--- config.mk ---
export PLATFORM = sky130hd
export DESIGN_NAME = mem_dma_flat
export DESIGN_NICKNAME = d
export VERILOG_FILES = /design/src/rtl/mem_dma_if.sv /design/src/rtl/mem_dma.sv /design/src/flat_wrapper.sv
export SDC_FILE = /design/constraint.sdc
export NUM_CORES = 1
export LEC_CHECK = 0
export CAP_MARGIN = 15
export CORE_ASPECT_RATIO = 1.4
export CORE_MARGIN = 5
export CORE_UTILIZATION = 41
export DETAILED_ROUTE_END_ITERATION = 8
export HOLD_SLACK_MARGIN = 0.05
export PLACE_DENSITY = 0.65
export SLEW_MARGIN = 5
export SYNTH_ARGS = -nofsm -noshare
export SYNTH_HDL_FRONTEND = slang
export SYNTH_SLANG_ARGS = --single-unit
--- constraint.sdc ---
create_clock -name clk -period 6.1 [get_ports clk]
set_clock_uncertainty 0.2 [all_clocks]
set_input_delay 1.22 -clock clk [delete_from_list [all_inputs] [get_ports clk]]
set_output_delay 1.22 -clock clk [all_outputs]
set_load 0.05 [all_outputs]
--- src/rtl/mem_dma_if.sv ---
// Register-port and initiator-bus bundles for the mem_dma word-copy engine.
`timescale 1ns/1ps

interface mem_reg_if;
  logic        mem_sel;
  logic        mem_valid;
  logic        mem_ready;
  logic        mem_wr;
  logic [11:0] mem_addr;
  logic [31:0] mem_wdata;
  logic [31:0] mem_rdata;

  modport master (
    output mem_sel, mem_valid, mem_wr, mem_addr, mem_wdata,
    input  mem_ready, mem_rdata
  );
  modport slave (
    input  mem_sel, mem_valid, mem_wr, mem_addr, mem_wdata,
    output mem_ready, mem_rdata
  );
endinterface

interface mem_bus_if;
  logic        m_valid;
  logic        m_ready;
  logic [31:0] m_addr;
  logic [31:0] m_wdata;
  logic [3:0]  m_wstrb;
  logic [31:0] m_rdata;

  modport master (
    output m_valid, m_addr, m_wdata, m_wstrb,
    input  m_ready, m_rdata
  );
  modport slave (
    input  m_valid, m_addr, m_wdata, m_wstrb,
    output m_ready, m_rdata
  );
endinterface

--- src/rtl/mem_dma.sv ---
// Word-copy DMA: one read then one write per word, requests held until m_ready.
// Register port answers one cycle after a request; irq only exists with MEM_DMA_IRQ_EN.
`timescale 1ns/1ps

module mem_dma #(
  parameter int LEN_BITS = 16
) (
  input  logic       clk,
  input  logic       reset_,
  mem_reg_if.slave   regs,
  mem_bus_if.master  bus,
  output logic       irq
);

  typedef enum logic [1:0] {IDLE, RD, WR} state_t;

  state_t              state;
  logic [31:0]         src;
  logic [31:0]         dst;
  logic [LEN_BITS-1:0] len;
  logic [31:0]         data_buf;
  logic                done;
  logic                start_pend;
  logic                mem_ready_q;
  logic [31:0]         mem_rdata_q;
  logic                m_valid_q;
  logic [31:0]         m_addr_q;
  logic [3:0]          m_wstrb_q;
  logic                irq_en_bit;

  logic                req;
  logic                wr_req;
  logic                busy;
  logic [3:0]          off;
  logic [31:0]         rd_val;
  logic                unused_addr_hi;

  assign off            = regs.mem_addr[3:0];
  assign unused_addr_hi = ^regs.mem_addr[11:4];
  assign req            = regs.mem_valid & regs.mem_sel & ~mem_ready_q;
  assign wr_req         = req & regs.mem_wr;
  // The start-pending cycle counts as busy so a racing write cannot alter the job being launched.
  assign busy           = (state != IDLE) | start_pend;

  assign regs.mem_ready = mem_ready_q;
  assign regs.mem_rdata = mem_rdata_q;
  assign bus.m_valid    = m_valid_q;
  assign bus.m_addr     = m_addr_q;
  assign bus.m_wdata    = data_buf;
  assign bus.m_wstrb    = m_wstrb_q;

  always_comb begin
    rd_val = 32'h0;
    case (off)
      4'h0: rd_val = src;
      4'h4: rd_val = dst;
      4'h8: rd_val = 32'(len);
      4'hC: rd_val = {28'h0, irq_en_bit, done, busy, 1'b0};
      default: rd_val = 32'h0;
    endcase
  end

`ifdef MEM_DMA_IRQ_EN
  logic irq_en_q;
  logic irq_q;
  assign irq_en_bit = irq_en_q;
  assign irq        = irq_q;
`else
  logic unused_wdata3;
  assign unused_wdata3 = regs.mem_wdata[3];
  assign irq_en_bit    = 1'b0;
  assign irq           = 1'b0;
`endif

  always_ff @(posedge clk or negedge reset_) begin
    if (!reset_) begin
      state       <= IDLE;
      src         <= 32'h0;
      dst         <= 32'h0;
      len         <= '0;
      data_buf    <= 32'h0;
      done        <= 1'b0;
      start_pend  <= 1'b0;
      mem_ready_q <= 1'b0;
      mem_rdata_q <= 32'h0;
      m_valid_q   <= 1'b0;
      m_addr_q    <= 32'h0;
      m_wstrb_q   <= 4'h0;
`ifdef MEM_DMA_IRQ_EN
      irq_en_q    <= 1'b0;
      irq_q       <= 1'b0;
`endif
    end else begin
      mem_ready_q <= req;
      mem_rdata_q <= req ? rd_val : 32'h0;
      start_pend  <= 1'b0;
`ifdef MEM_DMA_IRQ_EN
      irq_q       <= done & irq_en_q;
`endif

      if (wr_req) begin
        case (off)
          4'h0: if (!busy) src <= {regs.mem_wdata[31:2], 2'b00};
          4'h4: if (!busy) dst <= {regs.mem_wdata[31:2], 2'b00};
          4'h8: if (!busy) len <= regs.mem_wdata[LEN_BITS-1:0];
          4'hC: begin
            if (!busy && regs.mem_wdata[0]) start_pend <= 1'b1;
            if (regs.mem_wdata[2]) done <= 1'b0;
`ifdef MEM_DMA_IRQ_EN
            irq_en_q <= regs.mem_wdata[3];
`endif
          end
          default: ;
        endcase
      end

      // Engine updates come after the software writes so an engine-set DONE wins.
      case (state)
        IDLE: begin
          if (start_pend) begin
            if (len != '0) begin
              state     <= RD;
              done      <= 1'b0;
              m_valid_q <= 1'b1;
              m_addr_q  <= src;
              m_wstrb_q <= 4'h0;
            end else begin
              done <= 1'b1;
            end
          end
        end
        RD: begin
          if (bus.m_ready) begin
            data_buf  <= bus.m_rdata;
            m_addr_q  <= dst;
            m_wstrb_q <= 4'hF;
            state     <= WR;
          end
        end
        WR: begin
          if (bus.m_ready) begin
            src <= src + 32'd4;
            dst <= dst + 32'd4;
            len <= len - LEN_BITS'(1);
            if (len == LEN_BITS'(1)) begin
              state     <= IDLE;
              m_valid_q <= 1'b0;
              m_wstrb_q <= 4'h0;
              done      <= 1'b1;
            end else begin
              state     <= RD;
              m_addr_q  <= src + 32'd4;
              m_wstrb_q <= 4'h0;
            end
          end
        end
        default: state <= IDLE;
      endcase
    end
  end

endmodule

--- src/flat_wrapper.sv ---
// flat-port wrapper written by rule: the top's interface ports become plain ports
module mem_dma_flat 
#(
  parameter int LEN_BITS = 16
)
  (clk, reset_, irq, regs_mem_sel, regs_mem_valid, regs_mem_wr, regs_mem_addr, regs_mem_wdata, regs_mem_ready, regs_mem_rdata, bus_m_valid, bus_m_addr, bus_m_wdata, bus_m_wstrb, bus_m_ready, bus_m_rdata);
  mem_reg_if regs_i ();
  mem_bus_if bus_i ();
  input  logic clk;
  input  logic reset_;
  output logic irq;
  input wire logic [$bits(regs_i.mem_sel)-1:0] regs_mem_sel;
  input wire logic [$bits(regs_i.mem_valid)-1:0] regs_mem_valid;
  input wire logic [$bits(regs_i.mem_wr)-1:0] regs_mem_wr;
  input wire logic [$bits(regs_i.mem_addr)-1:0] regs_mem_addr;
  input wire logic [$bits(regs_i.mem_wdata)-1:0] regs_mem_wdata;
  output wire logic [$bits(regs_i.mem_ready)-1:0] regs_mem_ready;
  output wire logic [$bits(regs_i.mem_rdata)-1:0] regs_mem_rdata;
  output wire logic [$bits(bus_i.m_valid)-1:0] bus_m_valid;
  output wire logic [$bits(bus_i.m_addr)-1:0] bus_m_addr;
  output wire logic [$bits(bus_i.m_wdata)-1:0] bus_m_wdata;
  output wire logic [$bits(bus_i.m_wstrb)-1:0] bus_m_wstrb;
  input wire logic [$bits(bus_i.m_ready)-1:0] bus_m_ready;
  input wire logic [$bits(bus_i.m_rdata)-1:0] bus_m_rdata;
  assign regs_i.mem_sel = regs_mem_sel;
  assign regs_i.mem_valid = regs_mem_valid;
  assign regs_i.mem_wr = regs_mem_wr;
  assign regs_i.mem_addr = regs_mem_addr;
  assign regs_i.mem_wdata = regs_mem_wdata;
  assign regs_mem_ready = regs_i.mem_ready;
  assign regs_mem_rdata = regs_i.mem_rdata;
  assign bus_m_valid = bus_i.m_valid;
  assign bus_m_addr = bus_i.m_addr;
  assign bus_m_wdata = bus_i.m_wdata;
  assign bus_m_wstrb = bus_i.m_wstrb;
  assign bus_i.m_ready = bus_m_ready;
  assign bus_i.m_rdata = bus_m_rdata;
  mem_dma #(.LEN_BITS(LEN_BITS)) u_core (.clk(clk), .reset_(reset_), .regs(regs_i), .bus(bus_i), .irq(irq));
endmodule
==> parameters.txt, run 1 <==
Parameter                              Value

Route
  Routed length per placed instance    23.1 um
  Via count    9674
  Remaining design rule violation count    0
  Final WL    35.4 mm
  Count of routing violations after the opening detailed-route iteration    1107
  Vias per cell    6.31
  Post-DRT Antenna Nets    0
  First-pass iteration count of the detailed router    7

Global route
  Wire length of the first global-routing pass    54.4 mm
  Combined global-route utilization of all metal layers    25.4%
  Number of global-route vias before repair    9290
  Initial antenna violation count    0
  Largest net degree at the start of global routing    83
  Grt total ovfl    0

Worst setup path
  Startpoint of the most critical setup path    regs_mem_addr[1]
  Family of cells with the greatest summed delay on the critical path    buffers and inverters
  Terminus of the critical flop-to-flop path    u_core.bus.m_addr[21]$_DFFE_PN0P_
  CP Max Fanout    34
  Crit path largest cell delay    0.55 ns
  Cell count along the critical path    8
  Critical path required time    6.24 ns
  Crit end category    flip-flop
  Type of origin of the critical path    input port
  Worst reg-to-reg path cell count    5
  Worst-path cell with the longest stage delay    sky130_fd_sc_hd__clkdlybuf4s50_1
  CP Cell Sequence    clkdlybuf4s50_1 -> nor4_4 -> buf_4 -> and3_1 -> nand2_1 -> buf_4 -> o22ai_1 -> o21ba_1
  Flop-to-flop setup slack    3.03 ns
  Worst Path Arrival    3.67 ns
  Setup CP Type    in -> reg
  Reg-to-reg startpoint    u_core.src[10]$_DFF_PN0_
  Capturing instance or port of the critical path    u_core.src[31]$_DFF_PN0_
  Crit-path most repeated cell    sky130_fd_sc_hd__buf_4
  Count of buffering cells on the critical path with inverters included    3

STA
  Final count of hold timing violations    0
  Max-slew headroom    21.7%
  Post-route fraction of the period consumed by the critical path    58.0%
  Slew at the pin with the worst max-slew slack    1.17 ns
  Setup Total Neg Slack    0 ns
  Min cycle time layout    3.54 ns
  Top achievable clock speed    0.283 GHz
  Final worst setup slack    2.56 ns
  Count of final setup violators    0
  Final-report max-slew violation count    0
  RSZ-0062 raised after global routing    false

Floorplanning
  Core Box Area    23900 um2
  Boundary Pins    185
  Die Area    27400 um2
  Initial core utilization    41.5%
  Die Width    141 um
  Height of the die    194 um
  Rows    67

CTS
  Total number of H-tree levels    4
  Number of buffers inserted to repair setup after CTS    0
  Maximum buffer depth of the clock tree    2
  TritonCTS clock tree    done
  Inserted Clock Buffers    17
  Buffer cell driving the clock tree root    sky130_fd_sc_hd__clkbuf_16
  Count of instances resized after the clock tree is built    0
  Hold bufs inserted after CTS    0
  Clock latency at the later pin of the worst-skew pair    0.45 ns
  Worst-path clk slew    0.07 ns
  Clk sinks    183

Synth
  Count of different cell masters after synthesis    74
  Post-Syn Area per Cell    9.11 um2
  Synthesized cell area    9910 um2
  Dominant register cell in the synthesized netlist    sky130_fd_sc_hd__dfrtp_1
  Syn nets    1178
  Yosys synthesis warning count    0
  Post-synthesis cell count    1088
  Number of flops mapped to enable cells by yosys    0
  Synth async-reset ratio    100%
  Flip-flop and latch count after synthesis    183
  Share of the yosys chip area belonging to registers    46.2%

Finish
  Syn-to-layout area delta    25.5%
  Share of cells above drive strength 1    9.32%
  Inserted Diodes    0
  Post-layout instance area    12400 um2
  Area taken by flip-flops and latches    4580 um2
  Net count of the finished layout    1300
  Most frequent cells in the layout    183 x sky130_fd_sc_hd__dfrtp_1, 174 x sky130_fd_sc_hd__clkdlybuf4s50_1, 124 x sky130_fd_sc_hd__nor2_1
  Area of the multi-input gates    4870 um2
  Most frequent standard cell in the layout excluding fill and tap cells    sky130_fd_sc_hd__dfrtp_1
  Layout filler cell count    2294

Placed design
  Total half-perimeter wirelength after legalization and detailed placement    25.1 mm
  Worst Setup Slack post-DPL    2.13 ns
  Weighted congestion reported at the end of routability-driven placement    0.961
  Count of input and output buffers    175
  Post-detailed-placement cell area    11900 um2

Power and ir drop
  Clk network pwr share    16.9%
  Worst voltage drop across the vdd grid    0.304 mV
  Seq pwr share    31.3%
  Reported leakage power    0.00488 uW
  Switching power summed over all nets    3150 uW
  Internal Power    3280 uW
  Pwr per Cell Area    517 nW/um2
  Logic pwr share    51.8%
  Sw Share    49.0%

Run
  # Max-Cap Violations    0

Min path
  Worst hold path type    reg -> reg

Outcome
  Run status    finished, final reports clean
## synthesized netlist by cell type, drive strengths merged (3+ instances only)
library cell  number  area (um2)
buf               25         123
o21a               4        30.0
nand2b             3        18.8
ha                 8         100
nor3              19         105
nand3b             4        30.0
o31ai             13         103
mux2              35         394
o32ai             10        87.6
a32o               7        70.1
a211oi             9        67.6
nand3             47         240
o211ai            14         105
a222oi            14         140
inv               31         116
and3              20         125
o22a               4        35.0
a22oi             28         210
clkbuf            68         258
a221o             10         100
and2               8        50.1
dfrtp            183        4580
nand4             24         163
or4                6        48.8
o31a               3        26.3
a31oi             14        87.6
o22ai             13        81.3
nor4b              4        41.3
o221a              8        90.1
o41ai              7        61.3
and4               7        61.3
or3                8        55.1
o21ai             69         345
nor2             124         465
a221oi            15         131
nor4              22         156
nand2             94         353
a32oi              5        43.8
a21oi             69         345
a21o               3        22.5
## registers in the layout, summed over array words and instances, names as in the netlist
signal and count:
u_core.bus.m_addr 32, u_core.state 2, u_core.start_pend 1, u_core.src 32
u_core.done 1, u_core.dst 32, u_core.len 16, u_core.regs.mem_rdata 32
u_core.bus.m_wstrb 1, u_core.regs.mem_ready 1, u_core.bus.m_valid 1, u_core.bus.m_wdata 32
## power groups by stage
stage	clock, uW	combinational [uW]	sequential [uW]
final	1090	3330	2010
after global routing	1140	3550	2060
after CTS	1100	3330	2000
after detailed placement	0	3320	2020
after global placement	0	3280	2000
after floorplan	0	1590	2590
## layer usage
layer | part of all wire [%] | vias up | global-route usage (%) | wire [um]
met5 | 0 | - | 0 | 0
met4 | 6.8 | 0 | 15.5 | 2420
met3 | 6.2 | 121 | 3.50 | 2200
met2 | 51 | 502 | 43.4 | 17900
met1 | 36 | 4719 | 30.0 | 12900
li1 | - | 4332 | - | -
## worst reg2reg max path, cell delays in order (launching register included)
cell and delay, ns:
sky130_fd_sc_hd__dfrtp_1 0.55, sky130_fd_sc_hd__nand4_1 0.22, sky130_fd_sc_hd__nor2_1 0.81, sky130_fd_sc_hd__nand2_1 0.40, sky130_fd_sc_hd__or4_1 0.60, sky130_fd_sc_hd__a41oi_1 0.22
## metrics by stage
step	total power, uW	hold slack, ns	cells	util [%]
after floorplan	4190	0.278	1088	-
after global placement	5280	0.266	1501	49.7
after detailed placement	5330	0.277	1501	49.7
after CTS	6430	0.296	1533	52.1
after global routing	6750	0.320	1533	52.1
final	6430	0.297	1533	52.1
## cell families (layout without fill, tap and decap cells)
logic type,after synthesis,after routing,share of synthesized area (%)
simple gates,399,399,20.0
buf+inv,124,259,5.01
flops,183,183,46.2
compound gates,336,336,23.6
other cells,1,1,0.0378
mux,36,36,4.08
fa+ha+maj,8,8,1.01
xor+xnor,1,1,0.0884
## layout make-up
type / instances / share of cell area, %
multi-input cells: 781 / 39.2
flip-flops and latches: 183 / 36.8
repair buffers: 196 / 15.4
clock buffers: 20 / 3.59
well taps: 310 / 3.12
clock inverters: 12 / 0.946
inverters: 31 / 0.936
## worst min-delay path by stage
stage	start	end	slack (ns)	cells after the start
after CTS	u_core.bus.m_addr[3]$_DFFE_PN0P_	u_core.bus.m_addr[3]$_DFFE_PN0P_	0.30	2
after global routing	u_core.bus.m_wdata[24]$_DFFE_PN0P_	u_core.bus.m_wdata[24]$_DFFE_PN0P_	0.32	1
after global placement	u_core.bus.m_addr[3]$_DFFE_PN0P_	u_core.bus.m_addr[3]$_DFFE_PN0P_	0.27	2
final	u_core.bus.m_addr[3]$_DFFE_PN0P_	u_core.bus.m_addr[3]$_DFFE_PN0P_	0.30	2
after floorplan	u_core.src[0]$_DFFE_PN0P_	u_core.src[0]$_DFFE_PN0P_	0.28	1
after detailed placement	u_core.bus.m_addr[3]$_DFFE_PN0P_	u_core.bus.m_addr[3]$_DFFE_PN0P_	0.28	2
Power figures use the tool's default switching activity.
==> run 2: changes to the inputs <==
--- a/config.mk
+++ b/config.mk
@@ -11,7 +11,7 @@
 export CORE_UTILIZATION = 41
 export DETAILED_ROUTE_END_ITERATION = 8
 export HOLD_SLACK_MARGIN = 0.05
-export PLACE_DENSITY = 0.65
+export PLACE_DENSITY = 0.68
 export SLEW_MARGIN = 5
 export SYNTH_ARGS = -nofsm -noshare
 export SYNTH_HDL_FRONTEND = slang
==> constraint.sdc (replaced) <==
create_clock -name clk -period 3.2 [get_ports clk]
set_clock_uncertainty 0.2 [all_clocks]
set_input_delay 0.64 -clock clk [delete_from_list [all_inputs] [get_ports clk]]
set_output_delay 0.64 -clock clk [all_outputs]
set_load 0.05 [all_outputs]
==> parameters.txt, run 2 (synthesis results as in run 1) <==
Parameter                              Value

Outcome
  Run status    finished with violations (was finished, final reports clean)
  Violated checks    design-rule violations

Route
  Remaining design rule violation count    2 (was 0)
  Post-DRT Antenna Nets    0 (unchanged)
  Count of routing violations after the opening detailed-route iteration    1118 (was 1107)
  First-pass iteration count of the detailed router    9 (was 7)
  Final WL    36.3 mm (was 35.4 mm)
  Routed length per placed instance    23.0 um (was 23.1 um)
  Vias per cell    6.28 (was 6.31)
  Via count    9898 (was 9674)

STA
  Worst hold margin    0.305 ns (was 0.297 ns)
  Min cycle time layout    2.83 ns
  Final worst setup slack    0.370 ns (was 2.56 ns)
  Count of final setup violators    0 (unchanged)
  Final-report max-slew violation count    0 (unchanged)
  Setup Total Neg Slack    0 ns (unchanged)
  Final count of hold timing violations    0 (unchanged)
  Max-slew headroom    48.0% (was 21.7%)
  Slew at the pin with the worst max-slew slack    0.779 ns (was 1.17 ns)
  RSZ-0062 raised after global routing    false (unchanged)
  Top achievable clock speed    0.353 GHz
  Post-route fraction of the period consumed by the critical path    88.4%

Finish
  Most frequent standard cell in the layout excluding fill and tap cells    sky130_fd_sc_hd__dfrtp_1 (unchanged)
  Post-layout instance area    12800 um2 (was 12400 um2)
  Share of cells above drive strength 1    12.1% (was 9.32%)
  Net count of the finished layout    1344 (was 1300)
  Area taken by flip-flops and latches    4580 um2 (unchanged)
  Area of the multi-input gates    4870 um2 (about the same)
  Layout filler cell count    2230 (was 2294)
  Most frequent cells in the layout    183 x sky130_fd_sc_hd__dfrtp_1, 174 x sky130_fd_sc_hd__clkdlybuf4s50_1, 124 x sky130_fd_sc_hd__nor2_1 (unchanged)
  Inserted Diodes    0 (unchanged)
  Non-filler cells in the finished layout    1577 (was 1533)
  Syn-to-layout area delta    29.3% (was 25.5%)

Floorplanning
  Die Width    141 um (unchanged)
  Boundary Pins    185 (unchanged)
  Height of the die    194 um (unchanged)
  Rows    67 (unchanged)
  Die Area    27400 um2 (unchanged)
  Initial core utilization    41.5% (unchanged)
  Core Box Area    23900 um2 (unchanged)

Min path
  Worst hold path type    reg -> reg (unchanged)

Worst setup path
  Worst Path Arrival    2.96 ns (was 3.67 ns)
  Setup CP Type    reg -> reg (was in -> reg)
  Worst reg-to-reg path cell count    7 (was 5)
  Crit end category    flip-flop (unchanged)
  Reg-to-reg startpoint    u_core.len[0]$_DFF_PN0_ (was u_core.src[10]$_DFF_PN0_)
  CP Max Fanout    7 (was 34)
  Startpoint of the most critical setup path    u_core.len[0]$_DFF_PN0_ (was regs_mem_addr[1])
  Flop-to-flop setup slack    0.37 ns (was 3.03 ns)
  Capturing instance or port of the critical path    u_core.state[0]$_DFFE_PN0P_ (was u_core.src[31]$_DFF_PN0_)
  Critical path required time    3.33 ns (was 6.24 ns)
  Type of origin of the critical path    flip-flop (was input port)
  Terminus of the critical flop-to-flop path    u_core.state[0]$_DFFE_PN0P_ (was u_core.bus.m_addr[21]$_DFFE_PN0P_)

Placed design
  Weighted congestion reported at the end of routability-driven placement    0.945 (was 0.961)
  Post-detailed-placement cell area    12200 um2 (was 11900 um2)
  Cell total after placement    1544 (was 1501)
  Worst Setup Slack post-DPL    0.108 ns (was 2.13 ns)
  Total half-perimeter wirelength after legalization and detailed placement    26.7 mm (was 25.1 mm)
  Count of input and output buffers    175 (unchanged)

CTS
  Buffer cell driving the clock tree root    sky130_fd_sc_hd__clkbuf_16 (unchanged)
  Clock latency at the later pin of the worst-skew pair    0.45 ns (about the same)
  Maximum buffer depth of the clock tree    2 (unchanged)
  Worst-path clk slew    0.07 ns (about the same)
  TritonCTS clock tree    done (unchanged)
  Clk sinks    183 (unchanged)
  Count of instances resized after the clock tree is built    0 (unchanged)
  Number of buffers inserted to repair setup after CTS    0 (unchanged)
  Inserted Clock Buffers    17 (unchanged)
  Total number of H-tree levels    4 (unchanged)

Run
  # Max-Cap Violations    0 (unchanged)

Power and ir drop
  Pwr per Cell Area    979 nW/um2 (was 517 nW/um2)
  Worst voltage drop across the vdd grid    0.545 mV (was 0.304 mV)
  Reported leakage power    0.00511 uW (was 0.00488 uW)

Global route
  Number of global-route vias before repair    9802 (was 9290)
  Combined global-route utilization of all metal layers    26.4% (was 25.4%)
  Initial antenna violation count    0 (unchanged)
  Wire length of the first global-routing pass    56.8 mm (was 54.4 mm)
  Grt total ovfl    0 (unchanged)
  Largest net degree at the start of global routing    74 (was 83)
run 2: cell count changes in the layout (fill, tap and decap cells not counted), moves of 3 or more:
cell,before,now
sky130_fd_sc_hd__clkinv_4,4,0
sky130_fd_sc_hd__buf_4,21,60
sky130_fd_sc_hd__buf_12,0,4
sky130_fd_sc_hd__clkbuf_1,2,6
sky130_fd_sc_hd__inv_6,4,1
run 2: cell type report:
class | instances | share of cell area [%]
Sequential cell | 183 | 35.7
Clock buffer | 25 | 3.71
Inverter | 31 | 0.908
Multi-Input combinational cell | 781 | 38.0
Clock inverter | 7 | 0.732
Tap cell | 310 | 3.03
Timing Repair Buffer | 240 | 17.9
run 2: critical path: stages, from the launching register on:
cell and delay [ns]:
sky130_fd_sc_hd__dfrtp_1 0.48, sky130_fd_sc_hd__inv_1 0.09, sky130_fd_sc_hd__ha_1 0.27, sky130_fd_sc_hd__nor4b_1 0.52, sky130_fd_sc_hd__nand4_1 0.42, sky130_fd_sc_hd__a21o_1 0.32
sky130_fd_sc_hd__nand2_1 0.07, sky130_fd_sc_hd__mux2_2 0.33
run 2: layer usage:
layer | track usage (%) | vias to the layer above | wire length [um]
met5 | 0 | - | 0
met4 | 16.6 | 0 | 2630
met3 | 3.70 | 136 | 2230
met2 | 45.0 | 520 | 18200
met1 | 30.9 | 4815 | 13300
li1 | - | 4427 | -
run 2: timing repair:
| item | in CTS | in global routing |
|---|---|---|
| endpoints found under the setup margin | 0 | 0 |
| hold buffers | 1 | 0 |
| hold endpoints to repair | 7 | 0 |
run 2: power by group:
part           switching [uW]  internal, uW
clock                     921          1190
sequential                818          3020
combinational            4270          2320
run 2: per-stage QoR:
step           total power [uW]  utilization [%]
4_1_cts                   12500             53.6
3_5_place_dp              10400             51.2
3_3_place_gp              10300             51.2
6_report                  12500             53.6
2_1_floorplan              7980                -
5_1_grt                   13200             53.6
run 2: how the worst min path moves through the flow:
stage / endpoint / cells past startpoint / slack, ns / start
after floorplan: u_core.bus.m_addr[0]$_DFFE_PN0P_ / 0 / 0.14 / reset_
after global placement: u_core.bus.m_wdata[31]$_DFFE_PN0P_ / 1 / 0.29 / u_core.bus.m_wdata[31]$_DFFE_PN0P_
after detailed placement: u_core.bus.m_wdata[28]$_DFFE_PN0P_ / 1 / 0.29 / u_core.bus.m_wdata[28]$_DFFE_PN0P_
after CTS: u_core.bus.m_wdata[28]$_DFFE_PN0P_ / 1 / 0.31 / u_core.bus.m_wdata[28]$_DFFE_PN0P_
after global routing: u_core.bus.m_wdata[14]$_DFFE_PN0P_ / 1 / 0.33 / u_core.bus.m_wdata[14]$_DFFE_PN0P_
final: u_core.bus.m_wdata[30]$_DFFE_PN0P_ / 1 / 0.31 / u_core.bus.m_wdata[30]$_DFFE_PN0P_
